## src/rtl/text_render_pkg.sv

```systemverilog
// text_render_pkg: character codes, blank code and glyph grid size
// shared by the text line renderer and its glyph ROM.
package text_render_pkg;

  localparam logic [7:0] SPACE_CODE = 8'd32;
  localparam int GLYPH_GRID = 32;

  localparam logic [7:0] CH_0     = 8'h30;
  localparam logic [7:0] CH_1     = 8'h31;
  localparam logic [7:0] CH_2     = 8'h32;
  localparam logic [7:0] CH_3     = 8'h33;
  localparam logic [7:0] CH_4     = 8'h34;
  localparam logic [7:0] CH_5     = 8'h35;
  localparam logic [7:0] CH_6     = 8'h36;
  localparam logic [7:0] CH_7     = 8'h37;
  localparam logic [7:0] CH_8     = 8'h38;
  localparam logic [7:0] CH_9     = 8'h39;
  localparam logic [7:0] CH_PLUS  = 8'h2b;
  localparam logic [7:0] CH_MINUS = 8'h2d;
  localparam logic [7:0] CH_STAR  = 8'h2a;
  localparam logic [7:0] CH_SLASH = 8'h2f;
  localparam logic [7:0] CH_EQ    = 8'h3d;
  localparam logic [7:0] CH_A     = 8'h41;
  localparam logic [7:0] CH_C     = 8'h43;
  localparam logic [7:0] CH_D     = 8'h44;
  localparam logic [7:0] CH_E     = 8'h45;
  localparam logic [7:0] CH_L     = 8'h4c;

  function automatic logic in_rng(
    input logic [4:0] v,
    input int lo,
    input int hi
  );
    return (int'(v) >= lo) && (int'(v) <= hi);
  endfunction

endpackage

```

## src/rtl/text_line_renderer_glyph_rom.sv

```systemverilog
// glyph_rom: combinational 32x32 glyph lookup built from
// seven-segment strokes plus a few diagonal/bar primitives.
module glyph_rom
  import text_render_pkg::*;
(
  input  logic [7:0] ascii,
  input  logic [4:0] gx,
  input  logic [4:0] gy,
  output logic       pix
);

  logic sa, sb, sc, sd, se, sf, sg;
  logic vc, d1, d2, eq, dr;
  int   sum, dif;

  always_comb begin
    sa  = in_rng(gy, 2, 5) && in_rng(gx, 6, 25);
    sg  = in_rng(gy, 14, 17) && in_rng(gx, 6, 25);
    sd  = in_rng(gy, 26, 29) && in_rng(gx, 6, 25);
    sf  = in_rng(gx, 6, 9) && in_rng(gy, 2, 17);
    sb  = in_rng(gx, 22, 25) && in_rng(gy, 2, 17);
    se  = in_rng(gx, 6, 9) && in_rng(gy, 14, 29);
    sc  = in_rng(gx, 22, 25) && in_rng(gy, 14, 29);
    vc  = in_rng(gx, 14, 17);
    sum = int'(gx) + int'(gy);
    dif = int'(gx) - int'(gy);
    d1  = (dif >= -1) && (dif <= 1) && in_rng(gx, 4, 27);
    d2  = (sum >= 30) && (sum <= 32) && in_rng(gx, 4, 27);
    eq  = in_rng(gx, 6, 25) &&
          (in_rng(gy, 9, 12) || in_rng(gy, 19, 22));
    // 'D' uses a short right bar so the corners read as rounded
    dr  = in_rng(gx, 22, 25) && in_rng(gy, 6, 25);
    pix = 1'b0;
    case (ascii)
      CH_0:     pix = sa | sb | sc | sd | se | sf;
      CH_1:     pix = vc && in_rng(gy, 2, 29);
      CH_2:     pix = sa | sb | sg | se | sd;
      CH_3:     pix = sa | sb | sg | sc | sd;
      CH_4:     pix = sf | sg | sb | sc;
      CH_5:     pix = sa | sf | sg | sc | sd;
      CH_6:     pix = sa | sf | sg | se | sc | sd;
      CH_7:     pix = sa | sb | sc;
      CH_8:     pix = sa | sb | sc | sd | se | sf | sg;
      CH_9:     pix = sa | sb | sc | sd | sf | sg;
      CH_PLUS:  pix = sg | (vc && in_rng(gy, 6, 25));
      CH_MINUS: pix = sg;
      CH_STAR:  pix = d1 | d2;
      CH_SLASH: pix = d2;
      CH_EQ:    pix = eq;
      CH_A:     pix = sa | sb | sc | se | sf | sg;
      CH_C:     pix = sa | sf | se | sd;
      CH_D:     pix = sf | se | dr |
                      ((sa | sd) && in_rng(gx, 6, 21));
      CH_E:     pix = sa | sf | sg | se | sd;
      CH_L:     pix = sf | se | sd;
      default:  pix = 1'b0;
    endcase
  end

endmodule

```

## src/rtl/text_line_renderer.sv

```systemverilog
// text_line_renderer: one line of character cells rendered into a
// pixel stream; blinking cursor enabled by TEXT_CURSOR_EN.
module text_line_renderer
  import text_render_pkg::*;
#(
  parameter int NUM_CELLS = 16,
  parameter int CELL_SIZE = 32,
  parameter int ORIGIN_X  = 0,
  parameter int ORIGIN_Y  = 0,
  parameter int BLINK_DIV = 25_000_000
) (
  input  logic                         clk,
  input  logic                         rst_n,
  input  logic                         wr_en,
  input  logic [$clog2(NUM_CELLS)-1:0] wr_addr,
  input  logic [7:0]                   wr_data,
  input  logic                         clr,
  input  logic [$clog2(NUM_CELLS)-1:0] cursor_pos,
  input  logic [9:0]                   pix_x,
  input  logic [9:0]                   pix_y,
  input  logic                         pix_valid,
  output logic                         pixel_out,
  output logic                         pixel_valid_out,
  output logic                         busy
);

  localparam int AW = $clog2(NUM_CELLS);
  localparam int CW = $clog2(CELL_SIZE);
  localparam int SH = 5 - CW;
  localparam logic [11:0] X0 = 12'(ORIGIN_X);
  localparam logic [11:0] Y0 = 12'(ORIGIN_Y);
  localparam logic [11:0] XW = 12'(NUM_CELLS * CELL_SIZE);
  localparam logic [11:0] YW = 12'(CELL_SIZE);
  localparam logic [AW:0] NC = (AW + 1)'(NUM_CELLS);
  localparam logic [AW-1:0] LAST = AW'(NUM_CELLS - 1);

  logic [7:0]    cells [NUM_CELLS];
  logic [AW-1:0] clr_idx;

  always_ff @(posedge clk or negedge rst_n) begin
    if (!rst_n) begin
      for (int i = 0; i < NUM_CELLS; i++) cells[i] <= SPACE_CODE;
      busy    <= 1'b0;
      clr_idx <= '0;
    end else if (busy) begin
      cells[clr_idx] <= SPACE_CODE;
      clr_idx        <= clr_idx + 1'b1;
      if (clr_idx == LAST) busy <= 1'b0;
    end else begin
      if (wr_en && ({1'b0, wr_addr} < NC)) cells[wr_addr] <= wr_data;
      if (clr) begin
        busy    <= 1'b1;
        clr_idx <= '0;
      end
    end
  end

  logic [11:0]   dx, dy;
  logic          hit;
  logic [AW-1:0] cell_c;
  logic [7:0]    char_c;

  always_comb begin
    dx     = {2'b00, pix_x} - X0;
    dy     = {2'b00, pix_y} - Y0;
    hit    = ({2'b00, pix_x} >= X0) && (dx < XW) &&
             ({2'b00, pix_y} >= Y0) && (dy < YW);
    cell_c = AW'(dx >> CW);
    char_c = hit ? cells[cell_c] : SPACE_CODE;
  end

  // stage 1: the cell read sees the pre-write value on a same-edge write
  logic          s1_valid, s1_hit;
  logic [AW-1:0] s1_cell;
  logic [CW-1:0] s1_lx, s1_ly;
  logic [7:0]    s1_char;

  always_ff @(posedge clk or negedge rst_n) begin
    if (!rst_n) begin
      s1_valid <= 1'b0;
      s1_hit   <= 1'b0;
      s1_cell  <= '0;
      s1_lx    <= '0;
      s1_ly    <= '0;
      s1_char  <= '0;
    end else begin
      s1_valid <= pix_valid;
      s1_hit   <= hit;
      s1_cell  <= cell_c;
      s1_lx    <= dx[CW-1:0];
      s1_ly    <= dy[CW-1:0];
      s1_char  <= char_c;
    end
  end

  logic [4:0] gx, gy;
  logic       gbit, inv;

  assign gx = 5'(s1_lx) << SH;
  assign gy = 5'(s1_ly) << SH;

  glyph_rom u_rom (
    .ascii (s1_char),
    .gx    (gx),
    .gy    (gy),
    .pix   (gbit)
  );

`ifdef TEXT_CURSOR_EN
  localparam int BW = (BLINK_DIV > 1) ? $clog2(BLINK_DIV) : 1;
  logic [BW-1:0] blink_cnt;
  logic          blink_phase;

  always_ff @(posedge clk or negedge rst_n) begin
    if (!rst_n) begin
      blink_cnt   <= '0;
      blink_phase <= 1'b0;
    end else if (blink_cnt == BW'(BLINK_DIV - 1)) begin
      blink_cnt   <= '0;
      blink_phase <= ~blink_phase;
    end else begin
      blink_cnt <= blink_cnt + 1'b1;
    end
  end

  assign inv = blink_phase && s1_hit && (s1_cell == cursor_pos);
`else
  logic unused_cfg;
  assign unused_cfg = (^cursor_pos) ^ (BLINK_DIV == 0);
  assign inv = 1'b0;
`endif

  always_ff @(posedge clk or negedge rst_n) begin
    if (!rst_n) begin
      pixel_out       <= 1'b0;
      pixel_valid_out <= 1'b0;
    end else begin
      pixel_out       <= s1_valid && s1_hit && (gbit ^ inv);
      pixel_valid_out <= s1_valid;
    end
  end

endmodule
```

## config.mk

```make
export PLATFORM = sky130hd
export DESIGN_NAME = text_line_renderer
export DESIGN_NICKNAME = d
export VERILOG_FILES = /design/src/rtl/text_render_pkg.sv /design/src/rtl/text_line_renderer_glyph_rom.sv /design/src/rtl/text_line_renderer.sv
export SDC_FILE = /design/constraint.sdc
export NUM_CORES = 1
export LEC_CHECK = 0
export BUFFER_PORTS_ARGS = -buffer_cell sky130_fd_sc_hd__clkbuf_2
export CAP_MARGIN = 0
export CORE_ASPECT_RATIO = 2
export CORE_MARGIN = 3
export CORE_UTILIZATION = 40
export CTS_BUF_LIST = sky130_fd_sc_hd__clkbuf_4 sky130_fd_sc_hd__clkbuf_8
export CTS_CLUSTER_DIAMETER = 150
export DETAILED_ROUTE_END_ITERATION = 10
export PLACE_DENSITY_LB_ADDON = 0.08
export SYNTH_ARGS = -nofsm -noshare
export SYNTH_HDL_FRONTEND = slang
export SYNTH_HIERARCHICAL = 1
export SYNTH_SLANG_ARGS = --single-unit
```

## constraint.sdc

```tcl
create_clock -name clk -period 6.2 [get_ports clk]
set_input_delay 1.24 -clock clk [delete_from_list [all_inputs] [get_ports clk]]
set_output_delay 1.24 -clock clk [all_outputs]
set_load 0.02 [all_outputs]
```

# Word-level counts from Yosys, hierarchy flattened
# Index checks and enable logic that the tools add are counted.
dict set report totals {
  register_bits 155
  in_bits 41
  elab_cells 179
}
dict set report classes {
  add_sub_neg 3
  order_cmp 32
  n_eq_ne 21
  mux 17
  n_bitwise 42
  reduce_logical 39
}
# op count
set ops {}
lappend ops {{$mux W128} 2}
lappend ops {{$bwmux W128} 1}
lappend ops {{$eq A8 B6 Y1 const B} 15}
lappend ops {{$and A112 B112 Y112} 1}
lappend ops {{$not A112 Y112} 1}
lappend ops {{$demux W8 S4} 2}
lappend ops {{$eq A8 B7 Y1 const B} 5}
lappend ops {{$le A5 B5 Y1 const B} 8}
lappend ops {{$mux W8} 5}
lappend ops {{$logic_and A1 B1 Y1} 36}
lappend ops {{$or A1 B1 Y1} 36}
lappend ops {{$bmux W8 S4} 1}
lappend ops {{$ge A32 B1 Y1 const B} 1}
lappend ops {{$ge A32 B6 Y1 const B} 1}
lappend ops {{$le A32 B2 Y1 const B} 1}
lappend ops {{$le A32 B7 Y1 const B} 1}
lappend ops {{$ge A5 B5 Y1 const B} 6}
lappend ops {{$pmux W1 S20} 1}
lappend ops {{$or A16 B16 Y16} 1}
lappend ops {{$ge A5 B3 Y1 const B} 3}
lappend ops {{$ge A5 B4 Y1 const B} 3}
lappend ops {{$not A4 Y5} 3}
lappend ops {{$le A5 B4 Y1 const B} 2}
lappend ops {{$lt A10 B10 Y1 const B} 1}
lappend ops {{other kinds (12)} 17}

# Depth between registers and ports, before layout
dict set report logic_depth {
  depth_word 11
  mapped_depth 12
  ltp_nobuf 12
}

# Cells and area by module
# Netlist, hierarchy kept.
# module n_inst cells_each area_each_um2 seq_area_each_um2
set by_module_without_submodules {}
lappend by_module_without_submodules {text_line_renderer 1 476 6673.9 3898.7}
lappend by_module_without_submodules {glyph_rom 1 219 1506.4 0.0}

# Worst setup path after synthesis
# Ideal clock, no wire load.
dict set report synth_path {
  path_type {input port to flip-flop}
  from {in pix_x[5]}
  to {reg s1_char[5]}
  setup_ps 124
  arrival_ps 2596
  slack_ps 3480
  cell_stages 4
  n_path_buf 1
  cell_sequence {buf_2 > mux4_2 > mux4_2 > or2_1}
}
dict set report synth_via {
  elab_chain_len 5
}
# item line
set synth_lines {}
lappend synth_lines {{start, declared} text_line_renderer.sv:19} ;# input logic [9:0] pix_x,
lappend synth_lines {{$not A4 Y5 (not written as such)} text_line_renderer.sv:69} ;# char_c = hit ? cells[cell_c] : SPACE_CODE;
lappend synth_lines {{$bmux W8 S4} text_line_renderer.sv:69}
lappend synth_lines {{$mux W8 (not written as such) (2 in series)} text_line_renderer.sv:69}
lappend synth_lines {{$mux W8 (*)} text_line_renderer.sv:69}
lappend synth_lines {{net char_c[5]} text_line_renderer.sv:61} ;# logic [7:0] char_c;
lappend synth_lines {{end signal, assigned} text_line_renderer.sv:92} ;# s1_char <= char_c;
lappend synth_lines {{end, declared} text_line_renderer.sv:76} ;# logic [7:0] s1_char;
# Mark *: on every way through the listed nets, which the timed path passes. The rest lies on a longest branch. The select of a mux whose other input is x is not followed.
# A chain may end at the register's enable or synchronous reset.

# Final worst setup path
dict set report layout_path {
  from {reg s1_ly[1] (netlist: gy[1])}
  to {reg pixel_out}
}
dict set report layout_via {
  elab_chain_len 11
}
# item line
set layout_lines {}
lappend layout_lines {{start, declared} text_line_renderer.sv:75} ;# logic [CW-1:0] s1_lx, s1_ly;
lappend layout_lines {{start signal, assigned} text_line_renderer.sv:91} ;# s1_ly <= dy[CW-1:0];
lappend layout_lines {{parallel branches: the longest is 9 deep, another holds $ge A32 B1 Y1} -}
lappend layout_lines {{$pmux W1 S20 (*)} text_line_renderer_glyph_rom.sv:34} ;# case (ascii)
lappend layout_lines {{net gbit} text_line_renderer.sv:97} ;# logic gbit, inv;
lappend layout_lines {{$logic_and A1 B1 Y1 (*)} text_line_renderer.sv:138} ;# pixel_out <= s1_valid && s1_hit && (gbit ^ inv);
lappend layout_lines {{end signal, assigned} text_line_renderer.sv:138}
lappend layout_lines {{end, declared} text_line_renderer.sv:22} ;# output logic pixel_out,
# Mark *: on every way through the listed nets, which the timed path passes.

==> results.json <==
{
  "status": "finished clean",
  "synth_cells": 695,
  "grt_pass1_wl_mm": 37.3,
  "port_buffers": 39,
  "grt_pass1_vias": 6568,
  "cts-hold-fix-buffers": 0,
  "die-area_sq_mm": 0.0223,
  "cp.required_ns": 6.62,
  "num_io_pins": 44,
  "cts_resized": 0,
  "overflow": 0,
  "drt_iter0_drc": 479,
  "fp.dieW_um": 107,
  "ir_drop_mv": 0.219,
  "num_vias": 6068,
  "fillers": 1872,
  "track_usage": 0.222,
  "setup_viol_count_final": 0,
  "relSlewSlack": 0.273,
  "critPathMaxStageDelay_ns": 0.69,
  "layout_commonest_cell": "dfrtp_1",
  "worst_pin_slew_ns": 1.09,
  "cpMaxStageDelayCell": "dfrtp_1",
  "post_cts_buffers": 0,
  "clock.fmax_mhz": 304,
  "hpwl_mm": 16.7,
  "start_util": 0.409,
  "clk_pin_slew_ns": 0.09,
  "cts_root_buf": "clkbuf_8",
  "clock_latency_ns": 0.48,
  "startpoint_type": "register",
  "syn_avg_cell_area_sq_um": 11.8,
  "crit_chain": "inv_1 > fa_1 > xnor2_1 > nand3_1 > a2111oi_0 > mux2i_1 > o311ai_0 > a22oi_1 > nand4_1 > and3_1",
  "slew_violations": 0,
  "cts_sinks": 155,
  "drt_first_pass_iters": 5,
  "final_core_util": 0.447,
  "place_congestion": 0.938,
  "async_flop_share": 1.00,
  "max-cap-violations": 0,
  "yosysWarningCount": 6,
  "path_class": "register to register",
  "final_hold_viol_count": 0,
  "antenna_found_initial": 0,
  "grt_max_degree": 101,
  "fin_nets": 770,
  "htree_levels": 4,
  "cts_tree": "yes",
  "diodes": 0,
  "fin_worst_skew_ns": 0.0149,
  "syn_area_sq_mm": 0.00818,
  "cp_top_family": "compound AO/OA/AOI/OAI gates",
  "cts_buffer_depth": 2,
  "synth_fp_nets": 752,
  "arrival_ns": 3.70,
  "viasPerCell": 6.14,
  "ant_nets": 0,
  "rsz0062_at_grt": "no",
  "core_area_sq_mm": 0.0200,
  "cp_max_fo": 14,
  "drc": 0,
  "finalWirelength_mm": 23.7,
  "crit_path_end_kind": "register",
  "power_density_mw_per_mm2": 316,
  "finalCritPeriodShare": 0.530,
  "area_delta_synth_final_pct": 9.21,
  "path_buf_inv": 1,
  "final_cell_mix": "dfrtp_1, a22o_1, clkbuf_2",
  "hold_path_class": "register to register",
  "dominantRegCellSynth": "dfrtp_1",
  "wl_per_cell_um": 24.0,
  "ys_seq_area_frac": 0.477,
  "numCtsBuffers": 17,
  "r2r_setup_slack_ns": 2.92,
  "p_leak_nw": 3.98,
  "tns_ns": 0,
  "synth_seq_cells": 155,
  "drive_gt1_frac": 0.202,
  "rows": 73,
  "period_needed_ns": 3.28,
  "die_height_um": 208,
  "synth_edf_count": 0,
  "yosysUniqueCellTypes": 73
}
## logic make-up (layout without fill, tap and decap cells)
kind of cell	after synthesis	in the layout	synth area share
compound gates	244	244	0.228
flops	155	155	0.477
simple gates	150	150	0.109
buf+inv	74	105	0.0422
mux	44	44	0.105
fa+ha+maj	16	16	0.0263
xor+xnor	12	12	0.0128
## final timing paths
kind                              endpoint  cells past startpoint      from
max in group asynchronous            gx[1]                      2     rst_n
min                        pixel_valid_out                      0  s1_valid
max                              pixel_out                     10     gy[1]
min in group asynchronous        cells[19]                      1     rst_n
max reg2reg                      pixel_out                     10     gy[1]
min reg2reg                pixel_valid_out                      0  s1_valid
## per-stage QoR
stage	setup slack (ns)	total power, mW	cell area [sq um]	cells	hold WS (ns)
floorplan	3.48	1.77	8180	695	0.347
global placement	2.88	1.98	8500	956	0.352
detailed placement	2.85	2.00	8500	956	0.370
CTS	2.88	2.85	8930	988	0.389
global route	2.73	2.96	8930	988	0.399
finish	2.92	2.82	8930	988	0.386
## cell type report
cell class,instances,area [sq um],area share
inverter,32,120,0.0134
tap,262,328,0.0367
clock inverter,12,165,0.0185
sequential,155,3900,0.436
multi-input combinational,466,3940,0.441
clock buffer,20,269,0.0301
timing repair buffer,41,216,0.0242
## worst reg2reg max path: stages, from the launching register on
cell	delay [ns]
dfrtp_1	0.69
inv_1	0.26
fa_1	0.49
xnor2_1	0.22
nand3_1	0.10
a2111oi_0	0.52
mux2i_1	0.13
o311ai_0	0.21
a22oi_1	0.28
nand4_1	0.16
and3_1	0.16
## state kept, by name, summed over array words and instances (netlist names)
register / count
pixel_out: 1
gy: 5
s1_hit: 1
clr_idx: 4
s1_char: 8
cells: 128
pixel_valid_out: 1
s1_valid: 1
busy: 1
gx: 5
## synth_stat cells (3+ instances only)
cell type,number,area (sq um)
dfstp_2,16,420
a22oi_1,16,120
buf_4,8,60.1
nor2_1,37,139
buf_6,3,33.8
nand4bb_1,3,33.8
nor4_1,6,37.5
o21ai_0,23,115
a21oi_2,8,70.1
a22o_1,106,928
buf_2,12,60.1
o21a_1,4,30.0
a31oi_1,3,18.8
nor3b_1,3,22.5
nor3_2,3,30.0
o211ai_1,5,37.5
a21o_1,7,52.6
mux2i_1,8,80.1
nand2_1,24,90.1
inv_1,32,120
a21oi_1,31,155
nor2b_1,15,93.8
mux4_2,33,743
and3_1,8,50.1
a211oi_1,16,120
nand3_1,6,30.0
xor2_1,5,43.8
nand2b_1,6,37.5
xnor2_1,7,61.3
clkbuf_1,18,67.6
dfrtp_1,139,3480
o22ai_1,3,18.8
ha_1,14,175
nor3_1,12,60.1
nor2_4,3,33.8
## layer usage
metal | share of wire | global-route usage | vias up
met5 | 0 | 0 | -
met4 | 0.054 | 0.125 | 0
met3 | 0.035 | 0.0332 | 64
met2 | 0.57 | 0.418 | 201
met1 | 0.34 | 0.227 | 3079
li1 | - | - | 2724
## where the power goes
part	internal, mW	leakage [nW]	switching [mW]
logic	0.281	1.71	0.366
clock network	0.429	0.221	0.416
registers	1.19	2.05	0.137
Power figures use the tool's default switching activity.
